`src/rtl/fb_pkg.sv`:
```
// fb_pkg: frame-buffer mode encodings, port indices and the mode-to-port enable decode
package fb_pkg;

    typedef enum logic [4:0] {
        VIEW_FINDER         = 5'd0,
        AUTO_DETECTION_WAIT = 5'd2,
        BLUR_WAIT           = 5'd6,
        SHOW_TRANSFORMED    = 5'd31
    } fb_mode_e;

    localparam int PORT_DISP = 0;
    localparam int PORT_CAM  = 1;
    localparam int PORT_PROC = 2;

    // Bit k set means port k may touch the frame buffer in this mode
    function automatic logic [2:0] port_mask(input logic [4:0] mode);
        port_mask = {mode == AUTO_DETECTION_WAIT || mode == BLUR_WAIT || mode == SHOW_TRANSFORMED,
                     mode == VIEW_FINDER, 1'b1};
    endfunction

endpackage

```
`src/rtl/fb_read_tag_pipe.sv`:
```
// fb_read_tag_pipe: one-hot read tag shift register aligning requester id with memory latency
module fb_read_tag_pipe #(
    parameter int DEPTH = 3
) (
    input  logic       clk,
    input  logic       reset,
    input  logic [2:0] tag_in,
    output logic [2:0] tag_out
);

    logic [DEPTH-1:0][2:0] stage;

    // Shift a tag in every cycle; reset drops everything in flight
    always_ff @(posedge clk or posedge reset)
        if (reset) stage <= '0;
        else stage <= {stage[DEPTH-2:0], tag_in};

    assign tag_out = stage[DEPTH-1];

endmodule

```
`src/rtl/fb_arbiter.sv`:
```
// fb_arbiter: mode-aware three-port arbiter onto the single-port frame-buffer memory
module fb_arbiter
    import fb_pkg::*;
#(
    parameter int AW       = 19,
    parameter int DW       = 36,
    parameter int RD_LAT   = 2,
    parameter int MAX_HOLD = 15
) (
    input  logic            clk,
    input  logic            reset,
    input  logic [4:0]      state,
    input  logic [2:0]      req,
    input  logic [2:0]      we,
    input  logic [3*AW-1:0] addr,
    input  logic [3*DW-1:0] wdata,
    output logic [2:0]      gnt,
    output logic [2:0]      rvalid,
    output logic [DW-1:0]   rdata,
    output logic [AW-1:0]   mem_addr,
    output logic            mem_we,
    output logic [DW-1:0]   mem_wdata,
    input  logic [DW-1:0]   mem_rdata
);

    localparam int HW = $clog2(MAX_HOLD + 1);

    logic [2:0]    r;
    logic [2:0]    tag_out;
    logic [1:0]    gidx;
    logic [HW-1:0] hold;
    logic          pend;
    logic          ptr_proc;

    // Display wins unless it has starved a waiting enabled camera/processing request too long
    always_comb begin
        r    = req & port_mask(state);
        pend = r[PORT_CAM] | r[PORT_PROC];
        gnt  = (r[PORT_DISP] && !(pend && hold == HW'(MAX_HOLD))) ? 3'b001 :
               (r[PORT_CAM] && (!r[PORT_PROC] || !ptr_proc)) ? 3'b010 :
               r[PORT_PROC] ? 3'b100 : 3'b000;
        gidx = gnt[PORT_PROC] ? 2'd2 : gnt[PORT_CAM] ? 2'd1 : 2'd0;
    end

    // Hold counter and round-robin pointer between camera and processing ports
    always_ff @(posedge clk or posedge reset)
        if (reset) begin
            hold     <= '0;
            ptr_proc <= 1'b0;
        end else begin
            hold     <= (!pend || gnt[PORT_CAM] || gnt[PORT_PROC]) ? '0 :
                        (gnt[PORT_DISP] && hold != HW'(MAX_HOLD)) ? hold + 1'b1 : hold;
            ptr_proc <= gnt[PORT_CAM] ? 1'b1 : gnt[PORT_PROC] ? 1'b0 : ptr_proc;
        end

    // Register the granted command onto the memory pins; idle cycles never write
    always_ff @(posedge clk or posedge reset)
        if (reset) begin
            mem_we    <= 1'b0;
            mem_addr  <= '0;
            mem_wdata <= '0;
        end else begin
            mem_we <= |gnt && we[gidx];
            if (|gnt) begin
                mem_addr  <= addr[gidx*AW +: AW];
                mem_wdata <= wdata[gidx*DW +: DW];
            end
        end

    fb_read_tag_pipe #(.DEPTH(RD_LAT + 1)) u_tag_pipe (
        .clk     (clk),
        .reset   (reset),
        .tag_in  (gnt & ~we),
        .tag_out (tag_out)
    );

    // Capture returning memory data alongside the tag of the requester that issued the read
    always_ff @(posedge clk or posedge reset)
        if (reset) begin
            rvalid <= 3'b000;
            rdata  <= '0;
        end else begin
            rvalid <= tag_out;
            if (|tag_out) rdata <= mem_rdata;
        end

endmodule

```
`config.mk`:
```
export PLATFORM = sky130hd
export DESIGN_NAME = fb_arbiter
export DESIGN_NICKNAME = d
export VERILOG_FILES = /design/src/rtl/fb_pkg.sv /design/src/rtl/fb_read_tag_pipe.sv /design/src/rtl/fb_arbiter.sv
export SDC_FILE = /design/constraint.sdc
export NUM_CORES = 1
export LEC_CHECK = 0
export BUFFER_PORTS_ARGS = -buffer_cell sky130_fd_sc_hd__clkbuf_2
export CAP_MARGIN = 20
export CORE_ASPECT_RATIO = 0.5
export CORE_MARGIN = 2
export CORE_UTILIZATION = 29
export CTS_CLUSTER_SIZE = 30
export DETAILED_ROUTE_END_ITERATION = 12
export MAX_ROUTING_LAYER = met4
export PLACE_DENSITY = 0.58
export SLEW_MARGIN = 20
export SYNTH_ARGS = -nofsm -noshare
export SYNTH_HDL_FRONTEND = slang
export SYNTH_SLANG_ARGS = --single-unit
```
`constraint.sdc`:
```
create_clock -name clk -period 9.6 [get_ports clk]
set_input_delay 0.96 -clock clk [delete_from_list [all_inputs] [get_ports clk]]
set_output_delay 0.96 -clock clk [all_outputs]
set_load 0.02 [all_outputs]
```
* After elaboration in Yosys (flattened, before gate mapping)
Index checks and enable logic that the tools add are counted.
** Word-level totals
- Input bits :: 214
- Memories :: 0
- Word-level logic and storage cells :: 55
- Register bits :: 109
- Bits in latches :: 0
- Memory bits (writable) :: 0
- Output and inout port bits :: 98
- ROM bits :: 0
** Cells by class
- Magnitude comparators :: 1
- Muxes and demuxes :: 11
- Bitwise gates (word level) :: 4
- $mul :: 2
- Add/sub/neg operators :: 1
- Eq/ne operators :: 5
- Shift operators :: 2
- Reductions and logical operators :: 19
- Divide/modulo/power cells :: 0
** Operators with widths (count)
- $shiftx 108x9->36 :: 1
- $shiftx 57x8->19 :: 1
- $mux 3 :: 3
- $mux 4 :: 2
- $mul 2x5->7 const B :: 1
- $and 3x3->3 :: 2
- $mul 2x4->6 const B :: 1
- $reduce_or 3->1 :: 2
- $eq 5x2->1 const B :: 1
- $eq 5x3->1 const B :: 1
- $eq 5x5->1 const B :: 1
- $logic_and 1x1->1 :: 5
- $logic_not 5->1 :: 1
- $logic_or 1x1->1 :: 5
- $add 4x1->4 const B :: 1
- $eq 4x4->1 const B :: 1
- $logic_not 1->1 :: 4
- $mux 1 :: 4
- $ne 4x4->1 const B :: 1
- $reduce_bool 2->1 :: 2
- $lt 2x3->1 const B :: 1
- $not 3->3 :: 1
- $bmux 1 s2 :: 1
- $mux 2 :: 1
- $or 1x1->1 :: 1

* Logic depth before layout (Yosys ltp)
- Depth in word-level cells :: 14
- Depth in mapped cells :: 8
- Gate-level depth less buffers :: 5

* Cells and area by module
A second synthesis with hierarchy kept.
** Unflattened totals
- Cells, all modules :: 591
- Area, all modules :: 6122.1 µm²
** Modules (own cells, without submodules)
- fb_arbiter :: area an instance 5870.6 µm², instances 1, seq. area each 2477.4 µm², cells an instance 578
- fb_read_tag_pipe :: area an instance 251.5 µm², instances 1, seq. area each 225.2 µm², cells an instance 13

* Worst setup path after synthesis
OpenSTA, ideal clock, no wires.
- Kind :: input port to output port
- From :: in state[4]
- To :: out gnt[0]
- Path slack :: 6.387 ns
- Required time :: 8.640 ns
- Buffers on the path :: 3
- Stages on the path :: 7
- Arrival :: 2.253 ns
- Cell sequence :: or3_1 -> buf_6 -> or2_1 -> buf_2 -> buf_6 -> a21oi_1 -> nor2_1
** Between the ends
- Longest elaborated chain between the ends :: 9
- Elaborated cells between the ends (all ways) :: 16
- Classes of those cells :: eq/ne (3); mux (2); bitwise (2); reduce/logical (9)
** Ends and longest elaborated chain
- from (decl) :: line fb_arbiter.sv:12 : input logic [4:0] state,
- $eq 5x2->1 / $eq 5x3->1 (equally long branches) :: line fb_pkg.sv:17 : port_mask = {mode == AUTO_DETECTION_WAIT || mode == BLUR_WAIT || mode == SHOW_TRANSFORMED,
- $logic_or 1x1->1 (2 in a row) :: line fb_pkg.sv:17
- $and 3x3->3 (*) :: line fb_arbiter.sv:37 : r = req & port_mask(state);
- $logic_not 1->1 / $or 1x1->1 (equally long branches) :: line fb_arbiter.sv:40, fb_arbiter.sv:38
- $logic_or 1x1->1 / $logic_and 1x1->1 (equally long branches) :: line fb_arbiter.sv:40, fb_arbiter.sv:39
- $logic_and 1x1->1 / $logic_not 1->1 (equally long branches) :: line fb_arbiter.sv:40, fb_arbiter.sv:39
- $mux 3 / $logic_and 1x1->1 (equally long branches) :: line fb_arbiter.sv:40, fb_arbiter.sv:39
- $mux 3 (*) :: line fb_arbiter.sv:39 : gnt = (r[PORT_DISP] && !(pend && hold == HW'(MAX_HOLD))) ? 3'b001 :
- to (decl) :: line fb_arbiter.sv:17 : output logic [2:0] gnt,
Mark *: on every way between the ends. The rest lies on a longest branch, timed or not.

* Worst setup path in the final report
Ends and elaborated chain as after synthesis.

==> metrics.md <==
| Metric | Value |
|---|---|
| Outcome | finished, final reports clean |
| Synth warn | 0 |
| Peak VDD IR | 0.0618 mV |
| Diode count | 0 |
| Slew Limit Fails | 0 |
| Met3 usage | 2.68% |
| Critical R2R Launch | hold[0] |
| Mapped Cells | 587 |
| Worst setup EP type | primary output |
| DR pass1 iterations | 6 |
| Met2 global-route usage | 30.1% |
| Final #Nets | 1059 |
| Initial core utilization | 29.8% |
| Via Count | 5867 |
| Crit path kind | input pin to primary output |
| PwrDens | 152 nW/µm² |
| Die height | 107 µm |
| WL final | 20600 µm |
| Synth unique cells | 32 |
| Area of the multi-input gates | 3060 µm² |
| Largest family of logic cells by synthesized area | compound AO/OA/AOI/OAI gates |
| Remaining antenna violation count after routing | 0 |
| First-pass GRT wire length | 31300 µm |
| Die Width | 211 µm |
| Worst Hold Depth | 0 |
| Area leader, netlist | dfrtp_1 |
| # resized after CTS | 0 |
| R2R depth | 6 |
| Slew at the pin closest to its max-slew limit | 1.07 ns |
| Core Rows | 37 |
| Number of vias per cell | 5.23 |
| Post-synthesis simple-gate area fraction | 11.9% |
| Mapped cell area | 6180 µm² |
| Post-synthesis register bit count | 108 |
| Area contributors post-synth | dfrtp_1 (44%), o31ai_2 (10%), a211oi_1 (6.7%) |
| Fmax | 0.229 GHz |
| Post-synthesis adder-cell area fraction | 0.202% |
| Crit path launch type | input pin |
| Finish-stage setup viols | 0 |
| Starting DRC count in detailed routing | 484 |
| Sequential share of the synthesized area | 43.7% |
| FF+latch area | 2700 µm² |
| Total track usage | 18.1% |
| I/O pins | 312 |
| Clk_skew | 0.00710 ns |
| Number of global-route vias before repair | 5774 |
| Compound-Gate Fraction of Synth Area | 29.9% |
| P&R area growth vs syn | 30.3% |
| Power Total | 1.23 mW |
| Flop-to-flop setup slack | 7.06 ns |
| Share of cells above drive strength 1 | 51.4% |
| Busiest grt layer | met2 |
| Worst EP arrival | 3.40 ns |
| Post-CTS Setup Bufs | 0 |
| CTS tree | done |
| Grt ovf | 0 |
| CTS Sinks | 108 |
| Slew HR | 28.7% |
| Hold Vio Cnt, Final | 0 |
| Final period util | 45.5% |
| Clock slew at reported path FFs | 0.08 ns |
| Post-Synth XOR/XNOR Area | 0.283% |
| Cts bufs inserted | 9 |
| CTS Buffer Depth | 2 |
| Routed wire per std cell | 18.3 µm |
| Clock H-tree levels | 3 |
| Clock Tree Root | clkbuf_16 |
| TNS Setup | 0 ns |
| Mean Syn Cell Area | 10.5 µm² |
| Leak pwr | 3.59 nW |
| Tmin final | 4.36 ns |
| GP Congestion | 0.887 |
| Initial antenna violation count | 0 |
| Core ar. | 20700 µm² |
| Hold worst-path end | u_tag_pipe.stage[4] |
| Worst Hold Launch | u_tag_pipe.stage[1] |
| Die area | 22600 µm² |
| Fillers | 2106 |
| Unrepaired setup endpoints after global routing | false |
| Min-Delay Path Class | flop to flop |
| Largest net degree at the start of global routing | 71 |
| Synth top area share | 43.7% |
| Critical path required time | 8.64 ns |
| Synth Net Count | 802 |
| Max-cap violations | 0 |
| R2R Path End | mem_wdata[25] |
| # DRC | 0 |
| Post-CTS Hold Buffers | 0 |
| Clock latency on the worst-skew pair | 0.35 ns |
| Post-DP HPWL | 14300 µm |
| IO Port Bufs | 311 |
| Worst-path fanout max | 70 |
| Multiplexer share of the synthesized area | 6.56% |
| Met1 usage | 22.4% |
-- power breakdown --
group,switching (mW),internal [mW],total [mW],leakage (nW)
logic,0.186,0.120,0.306,2.12
registers,0.0268,0.505,0.532,1.32
clock network,0.182,0.207,0.389,0.150
total,0.395,0.832,1.23,3.59
-- placed cells by master, fill, tap and decap left out, drive strengths merged, types with 3 or more instances in the layout --
master,count
nor2,7
buf,10
inv,8
mux2,36
nand3,3
nand2,3
nor3,60
clkbuf,320
o21ai,3
o21a,55
a211oi,55
a21oi,57
dfrtp,108
o31ai,55
nand4,56
-- critical path, stage by stage --
cell      delay (ns)
clkbuf_2        0.09
or3_4           0.43
buf_4           0.69
a21o_4          0.64
a21oi_1         0.17
nor2_1          0.14
clkbuf_2        0.19
-- registers in the layout (all words and copies together) (netlist names) --
register,count
rdata,36
mem_we,1
hold,4
mem_wdata,36
u_tag_pipe.tag_out,3
u_tag_pipe.stage,6
mem_addr,19
rvalid,3
-- Yosys cell counts, drive strengths merged --
master	instances
nand4	56
a22oi	1
inv	4
o31ai	55
xor2	1
nand3	3
dfrtp	108
o21a	55
a21o	1
mux2	36
and2	1
nand2	3
or3b	1
o21ai	3
nor2	7
or3	1
ha	1
or2	1
xnor2	1
nor3	60
a311oi	1
a211oi	55
buf	47
clkbuf	28
a21oi	57
-- metrics by stage --
stage	area (µm²)	utilization, %	hold slack, ns	std cells	setup slack [ns]
after floorplan	6180	-	0.331	587	5.79
after global placement	7740	37.3	0.335	1106	4.90
after detailed placement	7740	37.3	0.336	1106	4.87
after CTS	8040	38.8	0.354	1121	4.87
after global routing	8050	38.8	0.370	1121	5.05
final	8050	38.8	0.353	1121	5.24
-- worst max-delay path by stage --
| stage | start | end | slack [ns] | cells after the start |
|---|---|---|---|---|
| 2_1_floorplan | reset | hold[0] | 5.79 | 1 |
| 3_3_place_gp | state[4] | gnt[0] | 4.90 | 7 |
| 3_5_place_dp | state[4] | gnt[0] | 4.87 | 7 |
| 4_1_cts | state[4] | gnt[0] | 4.87 | 7 |
| 5_1_grt | state[4] | gnt[0] | 5.05 | 7 |
| 6_report | state[4] | gnt[0] | 5.24 | 7 |
-- final cells by class --
| class | count | area share [%] |
|---|---|---|
| multi-input combinational | 400 | 38.0 |
| sequential | 108 | 33.6 |
| timing repair buffer | 321 | 20.3 |
| tap | 273 | 4.24 |
| clock buffer | 9 | 2.80 |
| clock inverter | 6 | 0.979 |
| inverter | 4 | 0.217 |
-- layer usage --
metal  vias to the layer above  wire [µm]
met5                         -          0
met4                         0        818
met3                        54        697
met2                       180      10200
met1                      2855       8860
li1                       2778          -
-- cells by family (layout without fill, tap and decap cells) --
family | after synthesis | after routing
xor+xnor | 2 | 2
compound gates | 228 | 228
fa+ha+maj | 1 | 1
flops | 108 | 108
buf+inv | 79 | 340
simple gates | 133 | 133
mux | 36 | 36
(Power assumes the default switching activity.)
